## src/rtl/sound_ram_arbiter_if.sv

```systemverilog
// Sound RAM arbiter bus: DOC fetch port, GLU host port and syncram port.
// slave = arbiter side, master = surrounding DOC/GLU/RAM side.
interface sound_ram_arbiter_if #(
    parameter int ADDR_W = 16
);
    logic              doc_req;
    logic [ADDR_W-1:0] doc_addr;
    logic              doc_ack;
    logic [7:0]        doc_rdata;

    logic              host_req;
    logic              host_wr;
    logic [ADDR_W-1:0] host_addr;
    logic [7:0]        host_wdata;
    logic              host_busy;
    logic              host_ack;
    logic [7:0]        host_rdata;
    logic              host_ovf;

    logic [ADDR_W-1:0] ram_addr;
    logic              ram_we;
    logic [7:0]        ram_wdata;
    logic [7:0]        ram_rdata;

    modport slave (
        input  doc_req,
        input  doc_addr,
        output doc_ack,
        output doc_rdata,
        input  host_req,
        input  host_wr,
        input  host_addr,
        input  host_wdata,
        output host_busy,
        output host_ack,
        output host_rdata,
        output host_ovf,
        output ram_addr,
        output ram_we,
        output ram_wdata,
        input  ram_rdata
    );

    modport master (
        output doc_req,
        output doc_addr,
        input  doc_ack,
        input  doc_rdata,
        output host_req,
        output host_wr,
        output host_addr,
        output host_wdata,
        input  host_busy,
        input  host_ack,
        input  host_rdata,
        input  host_ovf,
        input  ram_addr,
        input  ram_we,
        input  ram_wdata,
        output ram_rdata
    );
endinterface

```

## src/rtl/sound_ram_arbiter.sv

```systemverilog
// Sound RAM arbiter: sequences DOC sample fetches and GLU host accesses
// onto the single-port syncram, with a wait counter bounding host latency.
module sound_ram_arbiter #(
    parameter int ADDR_W   = 16,
    parameter int MAX_WAIT = 8
) (
    input logic                CLK_14M,
    input logic                reset_n,
    sound_ram_arbiter_if.slave bus
);

    typedef enum logic [2:0] {
        S_IDLE,
        S_DOC_ADR,
        S_DOC_DAT,
        S_HOST_ADR,
        S_HOST_DAT,
        S_HOST_WR
    } state_e;

    localparam logic [7:0] WaitMax = 8'(MAX_WAIT);

    // Reset asserts asynchronously, releases on a clock edge.
    logic [1:0] rst_sync_q;
    logic       rst_n_int;

    always_ff @(posedge CLK_14M or negedge reset_n) begin
        if (!reset_n) begin
            rst_sync_q <= 2'b00;
        end else begin
            rst_sync_q <= {rst_sync_q[0], 1'b1};
        end
    end

    assign rst_n_int = rst_sync_q[1];

    state_e            state_q, state_d;
    logic [ADDR_W-1:0] doc_addr_q, doc_addr_d;
    logic [7:0]        doc_rdata_q, doc_rdata_d;
    logic [7:0]        host_rdata_q, host_rdata_d;
    logic              pend_q, pend_d;
    logic              pend_wr_q, pend_wr_d;
    logic [ADDR_W-1:0] pend_addr_q, pend_addr_d;
    logic [7:0]        pend_wdata_q, pend_wdata_d;
    logic              ovf_q, ovf_d;
    logic [7:0]        wait_q, wait_d;

    logic              doc_ack;
    logic              host_ack;
    logic              host_state;
    logic              host_grant;
    logic              accept;
    logic [ADDR_W-1:0] ram_addr;
    logic              ram_we;
    logic [7:0]        ram_wdata;

    always_comb begin
        doc_ack    = 1'b0;
        host_ack   = 1'b0;
        host_state = 1'b0;
        ram_addr   = '0;
        ram_we     = 1'b0;
        ram_wdata  = '0;
        unique case (state_q)
            S_DOC_ADR: begin
                ram_addr = doc_addr_q;
            end
            S_DOC_DAT: begin
                ram_addr = doc_addr_q;
                doc_ack  = 1'b1;
            end
            S_HOST_ADR: begin
                ram_addr   = pend_addr_q;
                host_state = 1'b1;
            end
            S_HOST_DAT: begin
                ram_addr   = pend_addr_q;
                host_ack   = 1'b1;
                host_state = 1'b1;
            end
            S_HOST_WR: begin
                ram_addr   = pend_addr_q;
                ram_wdata  = pend_wdata_q;
                ram_we     = 1'b1;
                host_ack   = 1'b1;
                host_state = 1'b1;
            end
            default: begin
                ram_addr = '0;
            end
        endcase
    end

    // Starved host wins first, then DOC, then an ordinary host grant.
    always_comb begin
        state_d    = state_q;
        doc_addr_d = doc_addr_q;
        host_grant = 1'b0;
        unique case (state_q)
            S_IDLE: begin
                if (pend_q && (wait_q == WaitMax)) begin
                    host_grant = 1'b1;
                    state_d    = pend_wr_q ? S_HOST_WR : S_HOST_ADR;
                end else if (bus.doc_req) begin
                    state_d    = S_DOC_ADR;
                    doc_addr_d = bus.doc_addr;
                end else if (pend_q) begin
                    host_grant = 1'b1;
                    state_d    = pend_wr_q ? S_HOST_WR : S_HOST_ADR;
                end
            end
            S_DOC_ADR:  state_d = S_DOC_DAT;
            S_DOC_DAT:  state_d = S_IDLE;
            S_HOST_ADR: state_d = S_HOST_DAT;
            S_HOST_DAT: state_d = S_IDLE;
            S_HOST_WR:  state_d = S_IDLE;
            default:    state_d = S_IDLE;
        endcase
    end

    assign accept = bus.host_req && (!pend_q || host_ack);

    always_comb begin
        pend_d       = pend_q;
        pend_wr_d    = pend_wr_q;
        pend_addr_d  = pend_addr_q;
        pend_wdata_d = pend_wdata_q;
        ovf_d        = ovf_q;
        if (accept) begin
            pend_d       = 1'b1;
            pend_wr_d    = bus.host_wr;
            pend_addr_d  = bus.host_addr;
            pend_wdata_d = bus.host_wdata;
        end else if (host_ack) begin
            pend_d = 1'b0;
        end
        if (bus.host_req && pend_q && !host_ack) begin
            ovf_d = 1'b1;
        end
    end

    always_comb begin
        wait_d = wait_q;
        if (host_grant || !pend_q) begin
            wait_d = '0;
        end else if (!host_state && (wait_q != WaitMax)) begin
            wait_d = wait_q + 8'd1;
        end
    end

    always_comb begin
        doc_rdata_d  = doc_rdata_q;
        host_rdata_d = host_rdata_q;
        if (doc_ack) begin
            doc_rdata_d = bus.ram_rdata;
        end
        if (state_q == S_HOST_DAT) begin
            host_rdata_d = bus.ram_rdata;
        end
    end

    always_ff @(posedge CLK_14M or negedge rst_n_int) begin
        if (!rst_n_int) begin
            state_q      <= S_IDLE;
            doc_addr_q   <= '0;
            doc_rdata_q  <= '0;
            host_rdata_q <= '0;
            pend_q       <= 1'b0;
            pend_wr_q    <= 1'b0;
            pend_addr_q  <= '0;
            pend_wdata_q <= '0;
            ovf_q        <= 1'b0;
            wait_q       <= '0;
        end else begin
            state_q      <= state_d;
            doc_addr_q   <= doc_addr_d;
            doc_rdata_q  <= doc_rdata_d;
            host_rdata_q <= host_rdata_d;
            pend_q       <= pend_d;
            pend_wr_q    <= pend_wr_d;
            pend_addr_q  <= pend_addr_d;
            pend_wdata_q <= pend_wdata_d;
            ovf_q        <= ovf_d;
            wait_q       <= wait_d;
        end
    end

    assign bus.doc_ack    = doc_ack;
    assign bus.doc_rdata  = doc_rdata_q;
    assign bus.host_busy  = pend_q;
    assign bus.host_ack   = host_ack;
    assign bus.host_rdata = host_rdata_q;
    assign bus.host_ovf   = ovf_q;
    assign bus.ram_addr   = ram_addr;
    assign bus.ram_we     = ram_we;
    assign bus.ram_wdata  = ram_wdata;

endmodule

```

## src/flat_wrapper.sv

```systemverilog
// flat-port wrapper written by rule: the top's interface ports become plain ports
module sound_ram_arbiter_flat 
#(
    parameter int ADDR_W   = 16,
    parameter int MAX_WAIT = 8
)
  (CLK_14M, reset_n, bus_doc_req, bus_doc_addr, bus_doc_ack, bus_doc_rdata, bus_host_req, bus_host_wr, bus_host_addr, bus_host_wdata, bus_host_busy, bus_host_ack, bus_host_rdata, bus_host_ovf, bus_ram_addr, bus_ram_we, bus_ram_wdata, bus_ram_rdata);
  sound_ram_arbiter_if #(.ADDR_W(ADDR_W)) bus_i ();
  input logic CLK_14M;
  input logic reset_n;
  input wire logic [$bits(bus_i.doc_req)-1:0] bus_doc_req;
  input wire logic [$bits(bus_i.doc_addr)-1:0] bus_doc_addr;
  output wire logic [$bits(bus_i.doc_ack)-1:0] bus_doc_ack;
  output wire logic [$bits(bus_i.doc_rdata)-1:0] bus_doc_rdata;
  input wire logic [$bits(bus_i.host_req)-1:0] bus_host_req;
  input wire logic [$bits(bus_i.host_wr)-1:0] bus_host_wr;
  input wire logic [$bits(bus_i.host_addr)-1:0] bus_host_addr;
  input wire logic [$bits(bus_i.host_wdata)-1:0] bus_host_wdata;
  output wire logic [$bits(bus_i.host_busy)-1:0] bus_host_busy;
  output wire logic [$bits(bus_i.host_ack)-1:0] bus_host_ack;
  output wire logic [$bits(bus_i.host_rdata)-1:0] bus_host_rdata;
  output wire logic [$bits(bus_i.host_ovf)-1:0] bus_host_ovf;
  output wire logic [$bits(bus_i.ram_addr)-1:0] bus_ram_addr;
  output wire logic [$bits(bus_i.ram_we)-1:0] bus_ram_we;
  output wire logic [$bits(bus_i.ram_wdata)-1:0] bus_ram_wdata;
  input wire logic [$bits(bus_i.ram_rdata)-1:0] bus_ram_rdata;
  assign bus_i.doc_req = bus_doc_req;
  assign bus_i.doc_addr = bus_doc_addr;
  assign bus_doc_ack = bus_i.doc_ack;
  assign bus_doc_rdata = bus_i.doc_rdata;
  assign bus_i.host_req = bus_host_req;
  assign bus_i.host_wr = bus_host_wr;
  assign bus_i.host_addr = bus_host_addr;
  assign bus_i.host_wdata = bus_host_wdata;
  assign bus_host_busy = bus_i.host_busy;
  assign bus_host_ack = bus_i.host_ack;
  assign bus_host_rdata = bus_i.host_rdata;
  assign bus_host_ovf = bus_i.host_ovf;
  assign bus_ram_addr = bus_i.ram_addr;
  assign bus_ram_we = bus_i.ram_we;
  assign bus_ram_wdata = bus_i.ram_wdata;
  assign bus_i.ram_rdata = bus_ram_rdata;
  sound_ram_arbiter #(.ADDR_W(ADDR_W), .MAX_WAIT(MAX_WAIT)) u_core (.CLK_14M(CLK_14M), .reset_n(reset_n), .bus(bus_i));
endmodule
```

## config.mk

```make
export PLATFORM = sky130hd
export DESIGN_NAME = sound_ram_arbiter_flat
export DESIGN_NICKNAME = d
export VERILOG_FILES = /design/src/rtl/sound_ram_arbiter_if.sv /design/src/rtl/sound_ram_arbiter.sv /design/src/flat_wrapper.sv
export SDC_FILE = /design/constraint.sdc
export NUM_CORES = 1
export LEC_CHECK = 0
export ABC_CLOCK_PERIOD_IN_PS = 2000
export CAP_MARGIN = 10
export CORE_MARGIN = 3
export CORE_UTILIZATION = 30
export DETAILED_ROUTE_END_ITERATION = 12
export DONT_BUFFER_PORTS = 1
export PLACE_DENSITY_LB_ADDON = 0.05
export SETUP_SLACK_MARGIN = 0.3
export SLEW_MARGIN = 0
export SYNTH_ARGS = -nofsm -noshare
export SYNTH_HDL_FRONTEND = slang
export SYNTH_SLANG_ARGS = --single-unit
export TNS_END_PERCENT = 5
```

## constraint.sdc

```tcl
create_clock -name CLK_14M -period 2 [get_ports CLK_14M]
set_input_delay 0.5 -clock CLK_14M [delete_from_list [all_inputs] [get_ports CLK_14M]]
set_output_delay 0.5 -clock CLK_14M [all_outputs]
set_load 0.01 [all_outputs]
```

**Word-level counts from Yosys, hierarchy flattened**

Cells that the tools add are included.

- Word-level logic and storage cells: 57
- Input bits: 53
- Output and inout bits: 45
- Register bits: 72

- Reductions and logical operators: 17
- Add/subtract/negate cells: 1
- Eq/ne operators: 8
- Multiplexer cells: 19
- Bitwise gates (word level): 1

Operators by type and width:

| cell | number |
|---|---|
| $pmux W16 S2 | 1 |
| $mux W8 | 3 |
| $mux W3 | 4 |
| $mux W1 | 10 |
| $pmux W3 S3 | 1 |
| $add A8 B1 Y8 const B | 1 |
| $eq A8 B4 Y1 const B | 1 |
| $ne A8 B4 Y1 const B | 1 |
| $eq A3 B2 Y1 const B | 2 |
| $eq A3 B3 Y1 const B | 2 |
| $logic_and A1 B1 Y1 | 5 |
| $ne A4 B2 Y1 const B | 1 |
| $reduce_bool A2 Y1 | 2 |
| $reduce_or A2 Y1 | 2 |
| $eq A3 B1 Y1 const B | 1 |
| $logic_not A1 Y1 | 3 |
| $logic_not A3 Y1 | 1 |
| $reduce_and A3 Y1 | 1 |
| $reduce_or A3 Y1 | 1 |
| $logic_or A1 B1 Y1 | 2 |
| $not A1 Y1 | 1 |

**Depth between registers and ports, before layout**

- Word-level depth: 7
- Gate-level depth with buffers: 7
- Mapped depth without buffers: 6

**Least setup slack after synthesis**

OpenSTA, ideal clock, no wires.

- Path type: register -> output
- Start: reg u_core.state_q[1]
- End: out bus_ram_addr[0]
- Required time: 1500 ps
- Arrival: 1472 ps
- Path buffers: 3
- Stages on the path, launching flop included: 7
- Slack: 28 ps
- Path through: dfrtp_1 buf_2 nand2b_1 nand2_1 buf_2 buf_1 a22o_1

- Word-level cells in the longest chain between the ends: 3
- Elaborated cells on any way between the ends: 8
- Classes of those cells: 5 x eq/ne; 1 x mux; 2 x reduce/logical

Ends and longest elaborated chain:

| element | line | text |
|---|---|---|
| start: declaration | sound_ram_arbiter.sv:37 | `state_e state_q, state_d;` |
| start signal: assignment | sound_ram_arbiter.sv:175 | `state_q <= state_d;` |
| $eq A3 B3 Y1, or another cell as far along | sound_ram_arbiter.sv:64 | `unique case (state_q)` |
| $reduce_or A3 Y1 (no source line) / $reduce_or A2 Y1 (equally long branches) | n/a |  |
| $pmux W16 S2 * | sound_ram_arbiter.sv:64 |  |
| end: declaration | flat_wrapper.sv:23 | `output wire logic [$bits(bus_i.ram_addr)-1:0] bus_ram_addr;` |

Every way passes the cells marked *; elsewhere a longest branch is shown, timed or not.

**Final worst setup path**

- Start: reg u_core.state_q[1]
- End: out bus_ram_addr[4]

Same word-level chain as after synthesis.

==> run metrics <==
Sw Pwr=2.70 mW; sequential power share=0.344; maximum root-to-sink buffer count=2; Num CTS Buffers=9; GRT overflow=0; Synth Area in Compound Gates=0.0763; Syn Area/Cell=13.6 um2; post-DP HPWL=4940 um; Synth cell types=41; final non-filler cell total=392; Max Freq=0.495 GHz; clk_skew=0.00800 ns; worst-margin pin slew=0.548 ns; Critical Path Start Type=register; relative slew slack=0.635; sequential share of the synthesized area=0.569; Mapped Area=3170 um2; Power Density=1920 nW/um2; Boundary Pins=98; first-pass GRT wire length=11800 um; Post-synth EDFFs=0; post-synthesis adder-cell area fraction=0.00791; drt drc=0; Iter 0 DRT Violations=67; final worst slack=-0.0185 ns; failing checks=negative setup slack; GRT Total Usage=0.132; ant diodes=0; largest net degree at the start of global routing=47; initial antenna violation count=0; simple-gate area share of the yosys netlist=0.0846; Critical Path AT=1.52 ns; RSZ-0062 raised after global routing=true; DRT antenna net count=0; CP startpoint=u_core.state_q[1]; port bufs=0; root buffer cell=clkbuf_8; Synth Instances=233; switching share of power=0.342; post-synthesis register bit count=72; Reg2Reg Setup Slack=0.07 ns; synth cell count leaders=dfrtp_1, mux2_2, a22o_1, mux2_4; chip height=109 um; Synth top area share=0.569; Worst VDD drop=0.606 mV; total die area=11800 um2; max-cap violations=0; CTS Sinks=72; vias=1962; Setup crit end=bus_ram_addr[4]; Min Clock Period, post-route=2.02 ns; CTS clk-pin slew, worst paths=0.08 ns; placer's final routability congestion estimate=0.770; Hold Fails Final Rpt=0; Clock Power Share=0.194; synth top area cells=dfrtp_1, mux2_2, mux2_4; cell taking the most area after synthesis=dfrtp_1; layout cell share with drive strength beyond 1=0.552; core area=10000 um2; hold crit path type=register to async pin; WL final=7720 um; xor-xnor portion of the synthesized cell area=0.0138; vias in the first global route=2200; crit path max fanout=5; status=finished, violations left; Main synth FF type=dfrtp_1; row count=36; R2R Path End=u_core.doc_addr_q[11]; synth warn=0; P_leak=1.75 nW; Worst Reg-to-Reg Cells=7; worst r2r src=u_core.wait_q[0]; Cells after DPL=368; Setup CP Type=register to primary output; Cell Int Power=5.21 mW; fin. max-slew vios=0; Tcrit/Tclk final=1.01; Combinational Power Share=0.462; Via density=5.01; depth of the CTS H-tree=3; async set-or-reset flop fraction in the synthesized netlist=1.00; count of final setup violators=16; nets=310; Avg WL per Cell=19.7 um; post-synthesis mux area share=0.218; most common cell in the netlist=dfrtp_1; main combinational cell family by area after synthesis=multiplexers; CTS tree=yes; DIE WIDTH=109 um; clk_lat worst skew=0.34 ns; area grow syn2layout=30.0%; DRT Pass-1 Iters=4; syn nets=288; starting density of the core=0.317; CP required=1.50 ns; total negative slack=-0.248 ns; Worst setup EP type=primary output
-- flip-flops by register name (all words and copies together), names as in the netlist --
name and flops:
u_core.doc_addr_q 16, u_core.pend_addr_q 16, u_core.bus.doc_rdata 8, u_core.bus.host_rdata 8
u_core.pend_wdata_q 8, u_core.wait_q 8, u_core.state_q 3, u_core.rst_sync_q 2
u_core.bus.host_busy 1, u_core.bus.host_ovf 1, u_core.pend_wr_q 1
-- power by group through the flow --
stage,sequential [mW],clock (mW),combinational [mW]
finish,2.72,1.54,3.66
global route,2.81,1.66,3.91
CTS,2.71,1.59,3.33
detailed placement,2.65,0,2.69
global placement,2.63,0,2.62
floorplan,2.54,0,2.08
-- critical path: stages, from the launching register on --
cell and delay [ns]:
dfrtp_1 0.43, buf_6 0.15, xnor2_4 0.15, nor2_4 0.06, buf_6 0.14, a22o_4 0.26
-- cell usage in the layout (no fill, tap or decap), types with 3 or more instances in the layout --
master     Yosys  routed
nor2_2         0       3
bufinv_16      0       4
clkbuf_8       0      10
a21oi_2        0       3
inv_1          6       5
a22o_4         0      12
a22o_1        16       4
buf_4          0      12
and3_4         0       8
buf_6          1       6
nor3_1         4       4
buf_12         0       4
nand2_1        4       3
mux2_4        10      24
nor2_1         8       4
nand3_1        3       3
dfrtp_1       72      71
nand4_1        3       3
xnor2_1        5       3
mux2_2        47      33
-- how the worst min path moves through the flow --
stage	to
finish	u_core.pend_wdata_q[5]
detailed placement	u_core.rst_sync_q[1]
global placement	u_core.rst_sync_q[0]
floorplan	u_core.rst_sync_q[0]
CTS	u_core.bus.host_busy
global route	u_core.bus.host_busy
-- per-stage QoR --
stage                     hold WS, ns  cell area [um2]  total power, mW  worst slack, ns  utilization
final                           0.256             4120             7.92          -0.0185        0.412
after global routing            0.242             4120             8.38           -0.116        0.412
after CTS                       0.248             3960             7.63          -0.0579        0.396
after detailed placement        0.204             3410             5.34         -0.00114        0.341
after global placement          0.204             3410             5.25           0.0723        0.341
after floorplan                 0.204             3170             4.62           0.0277            -
-- kinds of logic (layout without fill, tap and decap cells) --
group / after synthesis / in the layout
AND/OR/NAND/NOR: 45 / 45
AO/OA/AOI/OAI: 30 / 30
flip-flops: 72 / 72
adder cells (fa/ha/maj): 2 / 2
other: 1 / 1
XOR/XNOR: 5 / 5
multiplexers: 58 / 58
buffers and inverters: 20 / 46
-- layout make-up --
| type | count | area, um2 |
|---|---|---|
| well taps | 133 | 166 |
| repair buffers | 24 | 273 |
| flip-flops and latches | 72 | 1800 |
| inverters | 6 | 26.3 |
| clock buffers | 10 | 138 |
| repair inverters | 1 | 7.51 |
| fillers | 954 | 5880 |
| clock inverters | 5 | 129 |
| multi-input cells | 141 | 1570 |
-- repair_timing --
action,4_1_cts,5_1_grt
cloned,2,1
pin swaps,29,15
gates resized for setup,44,26
buffers inserted,3,2
setup endpoints to repair,77,78
hold buffers,1,0
endpoints found under the hold margin,2,0
-- layer usage --
layer / share of wire / track usage
met2: 0.48 / 0.213
met3: 0.086 / 0.0551
met5: 0 / 0
met1: 0.42 / 0.160
met4: 0.014 / 0.0433
(Power assumes the default switching activity.)
